[config.mk]
export PLATFORM = sky130hd
export DESIGN_NAME = apb_master
export DESIGN_NICKNAME = d
export VERILOG_FILES = /design/src/rtl/apb_master.sv
export SDC_FILE = /design/constraint.sdc
export NUM_CORES = 1
export LEC_CHECK = 0
export ABC_AREA = 1
export BUFFER_PORTS_ARGS = -buffer_cell sky130_fd_sc_hd__buf_2
export CAP_MARGIN = 10
export CORE_AREA = 2 2 88 107
export CTS_CLUSTER_SIZE = 12
export DETAILED_ROUTE_END_ITERATION = 8
export DIE_AREA = 0 0 90 109
export MAX_ROUTING_LAYER = met4
export PLACE_DENSITY = 0.88
export SYNTH_ARGS = -nofsm -noshare
export SYNTH_HDL_FRONTEND = slang
export SYNTH_SLANG_ARGS = --single-unit
[constraint.sdc]
create_clock -name PCLK -period 4.3 [get_ports PCLK]
set_input_delay 0.86 -clock PCLK [delete_from_list [all_inputs] [get_ports PCLK]]
set_output_delay 0.86 -clock PCLK [all_outputs]
set_load 0.01 [all_outputs]
[src/rtl/apb_master.sv]
// APB3 requester: turns one-shot valid/ready commands into APB SETUP/ACCESS
// transfers toward a single completer, returns read data and error status,
// and aborts transfers whose completer holds PREADY low for too long.
module apb_master #(
   parameter int ADDR_W  = 32,
   parameter int DATA_W  = 32,
   parameter int TIMEOUT = 16
) (
   input  logic              PCLK,
   input  logic              PRESETn,
   input  logic              cmd_valid,
   output logic              cmd_ready,
   input  logic              cmd_write,
   input  logic [ADDR_W-1:0] cmd_addr,
   input  logic [DATA_W-1:0] cmd_wdata,
   output logic              rsp_valid,
   output logic [DATA_W-1:0] rsp_rdata,
   output logic              rsp_err,
   output logic              PSEL,
   output logic              PENABLE,
   output logic              PWRITE,
   output logic [ADDR_W-1:0] PADDR,
   output logic [DATA_W-1:0] PWDATA,
   input  logic              PREADY,
   input  logic [DATA_W-1:0] PRDATA,
   input  logic              PSLVERR
);

   // Wide enough to hold TIMEOUT-1; a 1-bit dummy when the watchdog is off.
   localparam int CNT_W = (TIMEOUT > 0) ? $clog2(TIMEOUT + 1) : 1;

   typedef enum logic [1:0] {
      IDLE   = 2'd0,
      SETUP  = 2'd1,
      ACCESS = 2'd2
   } state_t;

   state_t              state_q;
   logic [CNT_W-1:0]    wait_q;
   logic                psel_q;
   logic                penable_q;
   logic                pwrite_q;
   logic [ADDR_W-1:0]   paddr_q;
   logic [DATA_W-1:0]   pwdata_q;
   logic                rsp_valid_q;
   logic [DATA_W-1:0]   rsp_rdata_q;
   logic                rsp_err_q;
   logic                timeout_hit;

   // This ACCESS cycle is the TIMEOUT-th consecutive wait: abort at this edge.
   assign timeout_hit = (TIMEOUT != 0) && (int'(wait_q) == TIMEOUT - 1);

   // Ready is a pure decode of the state register, so it is high out of reset.
   assign cmd_ready = (state_q == IDLE);

   assign PSEL      = psel_q;
   assign PENABLE   = penable_q;
   assign PWRITE    = pwrite_q;
   assign PADDR     = paddr_q;
   assign PWDATA    = pwdata_q;
   assign rsp_valid = rsp_valid_q;
   assign rsp_rdata = rsp_rdata_q;
   assign rsp_err   = rsp_err_q;

   // Transfer FSM with all APB and response outputs registered.
   always_ff @(posedge PCLK or negedge PRESETn) begin
      if (!PRESETn) begin
         state_q     <= IDLE;
         wait_q      <= '0;
         psel_q      <= 1'b0;
         penable_q   <= 1'b0;
         pwrite_q    <= 1'b0;
         paddr_q     <= '0;
         pwdata_q    <= '0;
         rsp_valid_q <= 1'b0;
         rsp_rdata_q <= '0;
         rsp_err_q   <= 1'b0;
      end else begin
         // Response strobe lasts exactly one cycle; data/err hold until next completion.
         rsp_valid_q <= 1'b0;
         unique case (state_q)
            IDLE: begin
               if (cmd_valid) begin
                  pwrite_q <= cmd_write;
                  paddr_q  <= cmd_addr;
                  pwdata_q <= cmd_wdata;
                  wait_q   <= '0;
                  psel_q   <= 1'b1;
                  state_q  <= SETUP;
               end
            end
            SETUP: begin
               penable_q <= 1'b1;
               state_q   <= ACCESS;
            end
            ACCESS: begin
               if (PREADY) begin
                  psel_q      <= 1'b0;
                  penable_q   <= 1'b0;
                  rsp_valid_q <= 1'b1;
                  rsp_err_q   <= PSLVERR;
                  rsp_rdata_q <= pwrite_q ? '0 : PRDATA;
                  state_q     <= IDLE;
               end else if (timeout_hit) begin
                  psel_q      <= 1'b0;
                  penable_q   <= 1'b0;
                  rsp_valid_q <= 1'b1;
                  rsp_err_q   <= 1'b1;
                  rsp_rdata_q <= '0;
                  state_q     <= IDLE;
               end else begin
                  wait_q <= wait_q + 1'b1;
               end
            end
            default: begin
               psel_q    <= 1'b0;
               penable_q <= 1'b0;
               state_q   <= IDLE;
            end
         endcase
      end
   end

endmodule

==> results of run 1 <==
[worst max-delay path: stages (launching register included)]
cell and delay, ps:
dfrtp_1 450, nor2_4 170, nand2_4 380, inv_2 910, nand2_1 160, nand2_1 110
[state kept, by name, summed over array words and instances (netlist names)]
name / flops
PENABLE: 1
rsp_valid: 1
PSEL: 1
state_q: 2
PWRITE: 1
PWDATA: 32
wait_q: 5
rsp_err: 1
rsp_rdata: 32
PADDR: 32
[Yosys cell counts (all sizes together) (2+ instances only)]
cell / n / share of area, %
nor2: 10 / 1.4
ha: 2 / 0.59
o21ai: 4 / 0.47
dfrtp: 108 / 63
inv: 10 / 0.94
nand2: 284 / 25
clkbuf: 2 / 0.18
buf: 21 / 3.3
nand3: 33 / 3.9
[worst max path at each step]
stage          depth (start not counted)              startpoint                      to  slack, ps
4_1_cts                                5  state_q[0]$_DFFE_PN0P_   PADDR[24]$_DFFE_PN0P_       1970
6_report                               5  state_q[1]$_DFFE_PN0P_   PADDR[24]$_DFFE_PN0P_       2010
2_1_floorplan                         10   wait_q[0]$_DFFE_PN0P_   wait_q[2]$_DFFE_PN0P_       2690
3_5_place_dp                           5               cmd_valid  PWDATA[23]$_DFFE_PN0P_       1670
5_1_grt                                5  state_q[1]$_DFFE_PN0P_   PADDR[18]$_DFFE_PN0P_       1750
3_3_place_gp                           5               cmd_valid  PWDATA[14]$_DFFE_PN0P_       1780
[routing by layer]
metal / share of wire (%) / up-vias
li1: - / 1846
met1: 40 / 1759
met2: 53 / 160
met3: 5.2 / 21
met4: 1.9 / 0
met5: 0 / -
[kinds of logic after synthesis]
| logic type | Yosys count |
|---|---|
| AND/OR/NAND/NOR | 330 |
| flip-flops | 108 |
| buffers and inverters | 33 |
| AO/OA/AOI/OAI | 4 |
| adder cells (fa/ha/maj) | 2 |
| multiplexers | 1 |
[cell type report]
cell class	instances	area share (%)
well taps	120	2.704
inverters	10	0.7210
repair buffers	206	19.11
clock inverters	5	1.532
flip-flops and latches	108	48.67
multi-input cells	337	24.90
clock buffers	11	2.366
[where the power goes]
group,switching [mW],internal (mW),total (mW)
combinational,0.964,0.605,1.57
clock,0.335,0.332,0.667
sequential,0.265,1.48,1.75
total,1.56,2.42,3.98
[stage by stage]
| step | cells | hold WS, ps | power (mW) | util [%] | cell area [µm²] |
|---|---|---|---|---|---|
| finish | 797 | 471.9 | 3.983 | 62.79 | 5553 |
| floorplan | 478 | 471.0 | 2.664 | - | 4269 |
| global placement | 780 | 448.5 | 3.246 | 60.03 | 5309 |
| global route | 797 | 495.6 | 4.280 | 62.79 | 5553 |
| detailed placement | 780 | 452.9 | 3.329 | 60.03 | 5309 |
| CTS | 796 | 475.1 | 4.002 | 62.48 | 5525 |
==> impl_metrics.csv, run 1 <==
group,metric,value,unit
run_status,status,"finished clean",
layout,final_common_cell,"nand2_1",
floorplanning,core_area,0.008843,mm²
timing,skew,19.00,ps
clock_tree,cts.sinks,108,
clock_tree,clk_pin_slew,100,ps
clock_tree,clock_path_buffers,2,
synthesis,synth_mux_area_share,0.2345,%
layout,fillerInstances,746,
grt,overflow,0,
detailed_routing,routed_wirelength,10300,µm
grt,met1_usage,23.74,%
detailed_routing,wire_per_inst,12.92,µm
synthesis,synth-compound-area-share,0.4689,%
synthesis,yosys.area_share.simple,31.04,%
setup_path,cp_max_fo,68,
layout,register_area,0.002703,mm²
clock_tree,cts_resized,0,
timing,tightest_slew,1002,ps
timing,period_needed,2286,ps
setup_path,reg2reg_slack,2010,ps
layout,fin_nets,776,
power,power.leakage,3.310,nW
layout,syn_to_final_growth,30.07,%
min_path,min_delay_worst_endpoint,"rsp_rdata[2]$_DFFE_PN0P_",
setup_path,reg2reg_depth,5,
floorplanning,die_h,109,µm
grt,grtUsageMet2,38.99,%
synthesis,synthAdderAreaFrac,0.5862,%
setup_path,critical_path_class,"reg -> reg",
synthesis,syn_area_per_cell,8.931,µm²
setup_path,end_kind,"register",
timing,setup_slack,2014,ps
clock_tree,htreeDepth,3,
timing,finalSetupViolCount,0,
synthesis,synth_fp_nets,582,
placement,port-buffer-count,203,
synthesis,synthXorXnorAreaFrac,0,%
run,maxCapViolCount,0,
detailed_routing,drcViolationCount,0,
synthesis,synth_top_family_by_area,"simple AND/OR/NAND/NOR gates",
grt,use_met3,2.833,%
detailed_routing,vias,3786,
synthesis,ys_seq_elements,108,
detailed_routing,drtIter0Drc,219,
setup_path,worstPathRequired,4600,ps
timing,drv_slew,0,
synthesis,synth-seq-area-share,63.31,%
timing,fmax,437.5,MHz
detailed_routing,antenna_left,0,
layout,antennaDiodeCount,0,
floorplanning,die_area,0.009810,mm²
synthesis,netlist_instances,478,
floorplanning,rows,38,
clock_tree,ctsHoldBuffers,0,
power,vdd_ir_drop_max,0.4015,mV
setup_path,startpoint_type,"register",
detailed_routing,viasPerCell,4.750,
placement,dpl_worst_slack,1665,ps
clock_tree,cts_tree,"built",
min_path,min_from,"rsp_rdata[2]$_DFFE_PN0P_",
floorplanning,die_w,90,µm
grt,grt_use_total,21.43,%
clock_tree,cts_root_buffer,"clkbuf_8",
setup_path,rr_startpoint,"state_q[1]$_DFFE_PN0P_",
detailed_routing,first_pass_iters,4,
clock_tree,cts_setup_buffers,0,
timing,tns,0,ps
layout,multi_input_area,0.001383,mm²
placement,gp_congestion,0.7788,
layout,final_cell_mix,"280 x nand2_1, 202 x buf_2, 108 x dfrtp_1, 33 x nand3_1, 9 x clkbuf_8",
synthesis,yosys.cell_types.count,20,
synthesis,synth_area,0.004269,mm²
timing,hold_viol,0,
synthesis,ys.flop_type,"dfrtp_1",
floorplanning,start_util,48.27,%
clock_tree,clock_latency,360,ps
setup_path,reg2reg_to,"PADDR[24]$_DFFE_PN0P_",
layout,drive_gt1_share,33.97,%
grt,busiest_layer,"met2",
grt,grt_pass1_vias,3772,
min_path,hold_path_depth,2,
grt,grt_first_pass_wirelength,16490,µm
timing,period_share,53.15,%
timing,slew_headroom,33.09,%
min_path,hp-class,"reg -> reg",
grt,grt_max_degree,69,
placement,hpwl,7257,µm
grt,grt_antenna_before_repair,0,
floorplanning,boundaryPins,204,
setup_path,crit_arrival,2590,ps
synthesis,yosys_warnings,0,
timing,rsz0062_at_grt,"no",
clock_tree,cts-buffers-inserted,9,
power,powerDensity,717.2,mW/mm²
synthesis,async_reset_ff_share,100.0,%
synthesis,synth-edff-count,0,
No activity file was read; power rests on OpenSTA's default activity.
==> run 2, diff against run 1 <==
CORE_AREA = 2 2 96 116   (was 2 2 88 107)
DIE_AREA = 0 0 98 118   (was 0 0 90 109)
PLACE_DENSITY = 0.8   (was 0.88)
clock period = 2 ns   (was 4.3 ns; I/O delays follow)
==> run 2 against run 1 <==
  * Clock skew down 12 ps
  * First-iteration DRC count down 27%
  * Sequential share of layout area down 1.3 points
  * Setup slack worse by 1800 ps
  * Largest power group unchanged
==> impl_metrics.csv, run 2 (synthesis gave the netlist of run 1 again) <==
group,metric,value,unit
min_path,hp-class,"in -> async",
setup_path,startpoint_type,"register",
floorplanning,boundaryPins,204,
timing,tightest_slew,560.5,ps
clock_tree,cts.sinks,108,
layout,final_cell_mix,"280 x nand2_1, 202 x buf_2, 108 x dfrtp_1, 33 x nand3_1, 9 x clkbuf_16",
grt,grt_pass1_vias,3900,
floorplanning,rows,41,
layout,fin_nets,779,
floorplanning,die_h,118,µm
grt,grt_use_total,18.64,%
timing,fmax,547.6,MHz
layout,syn_to_final_growth,33.62,%
clock_tree,clock_path_buffers,2,
setup_path,critical_path_class,"reg -> reg",
detailed_routing,first_pass_iters,5,
grt,grt_first_pass_wirelength,17300,µm
setup_path,worstPathRequired,2270,ps
detailed_routing,drtIter0Drc,160,
timing,tns,0,ps
power,vdd_ir_drop_max,0.6794,mV
timing,skew,7.260,ps
placement,gp_congestion,0.8488,
layout,antennaDiodeCount,0,
timing,period_share,91.30,%
placement,post_dp_cell_area,0.005388,mm²
setup_path,reg2reg_slack,170,ps
floorplanning,core_area,0.01041,mm²
timing,finalSetupViolCount,0,
setup_path,end_kind,"register",
detailed_routing,vias,3765,
setup_path,crit_arrival,2100,ps
detailed_routing,wire_per_inst,12.74,µm
grt,grt_max_degree,109,
timing,slew_headroom,62.63,%
layout,fin_area,0.005704,mm²
setup_path,slowest_stage,"dfrtp_1",
setup_path,reg2reg_depth,9,
timing,rsz0062_at_grt,"no",
detailed_routing,drt-met1-wl,4172,µm
detailed_routing,routed_wirelength,10300,µm
setup_path,crit_path_start,"wait_q[0]$_DFFE_PN0P_",
placement,hpwl,7236,µm
power,power.leakage,3.381,nW
clock_tree,htreeDepth,3,
setup_path,cp_slowest_stage_delay,420,ps
setup_path,cp-endpoint,"wait_q[1]$_DFFE_PN0P_",
run_status,status,"finished clean",
clock_tree,cts_tree,"built",
timing,drv_slew,0,
detailed_routing,wl_met3,736,µm
clock_tree,ctsHoldBuffers,0,
clock_tree,cts_root_buffer,"clkbuf_16",
setup_path,cp_max_fo,33,
setup_path,rr_startpoint,"wait_q[0]$_DFFE_PN0P_",
layout,fillerInstances,941,
floorplanning,die_w,98,µm
floorplanning,start_util,40.99,%
grt,overflow,0,
detailed_routing,drcViolationCount,0,
timing,hold_viol,0,
detailed_routing,antenna_left,0,
floorplanning,die_area,0.01156,mm²
run,maxCapViolCount,0,
detailed_routing,routed-wl-met2,5160,µm
clock_tree,cts_setup_buffers,0,
timing,period_needed,1826,ps
detailed_routing,viasPerCell,4.660,
layout,final_common_cell,"nand2_1",
clock_tree,cts-buffers-inserted,9,
clock_tree,clk_pin_slew,70,ps
clock_tree,cts_resized,0,
setup_path,reg2reg_to,"wait_q[1]$_DFFE_PN0P_",
clock_tree,clock_latency,340,ps
grt,grt_antenna_before_repair,0,
layout,drive_gt1_share,34.32,%
detailed_routing,highest_layer,"met4",
setup_path,path_cells,"ha_1, nand2_1, nor2_1, ha_1, nor2_1, nor2_4, inv_4, nand3_1, nand2_1",
placement,port-buffer-count,203,
power,powerDensity,1588,mW/mm²
run 2: worst min-delay path by stage:
| stage | start | endpoint | slack, ps | cells past startpoint |
|---|---|---|---|---|
| global placement | rsp_rdata[2]$_DFFE_PN0P_ | rsp_rdata[2]$_DFFE_PN0P_ | 450 | 2 |
| global route | PRESETn | rsp_rdata[9]$_DFFE_PN0P_ | 180 | 2 |
| finish | PRESETn | rsp_rdata[9]$_DFFE_PN0P_ | 130 | 2 |
| CTS | PRESETn | rsp_rdata[11]$_DFFE_PN0P_ | 160 | 2 |
| detailed placement | rsp_rdata[1]$_DFFE_PN0P_ | rsp_rdata[1]$_DFFE_PN0P_ | 450 | 2 |
| floorplan | PRESETn | PADDR[0]$_DFFE_PN0P_ | 100 | 0 |
run 2: report_power, final:
| group | internal [mW] | switching [mW] | leakage, nW |
|---|---|---|---|
| registers | 3.19 | 0.561 | 1.36 |
| logic | 1.34 | 2.08 | 1.87 |
| clock network | 1.13 | 0.762 | 0.156 |
| total | 5.65 | 3.40 | 3.38 |
run 2: area by class of cell:
class | count | area (µm²) | share of cell area [%]
Sequential cell | 108 | 2703 | 47.38
Multi-Input combinational cell | 337 | 1383 | 24.24
Timing Repair Buffer | 209 | 1101 | 19.30
Clock buffer | 11 | 242.7 | 4.255
Tap cell | 129 | 161.4 | 2.830
Clock inverter | 4 | 73.82 | 1.294
Inverter | 10 | 40.04 | 0.7019
run 2: critical path, delay by kind of cell (launching register included):
family                     cells  cell delay (ps)
adders and majority gates      2              420
buffers and inverters          1              250
DFF                            1              420
and+or+nand+nor                6              660
run 2: routing by layer:
metal | GRT usage, % | up-vias
met3 | 4.276 | 20
li1 | - | 1850
met1 | 21.46 | 1741
met5 | - | -
met2 | 31.04 | 154
met4 | 8.247 | 0
run 2: per-stage QoR:
| stage | power, mW | setup WS [ps] | hold WS [ps] | util, % | cells |
|---|---|---|---|---|---|
| 2_1_floorplan | 5.727 | 394.9 | 104.4 | - | 478 |
| 3_3_place_gp | 7.093 | 251.3 | 448.7 | 51.74 | 793 |
| 3_5_place_dp | 7.238 | 181.3 | 453.2 | 51.74 | 793 |
| 4_1_cts | 9.154 | 161.7 | 158.0 | 54.78 | 808 |
| 5_1_grt | 9.727 | 4.922 | 184.9 | 54.78 | 808 |
| 6_report | 9.056 | 173.9 | 125.9 | 54.78 | 808 |
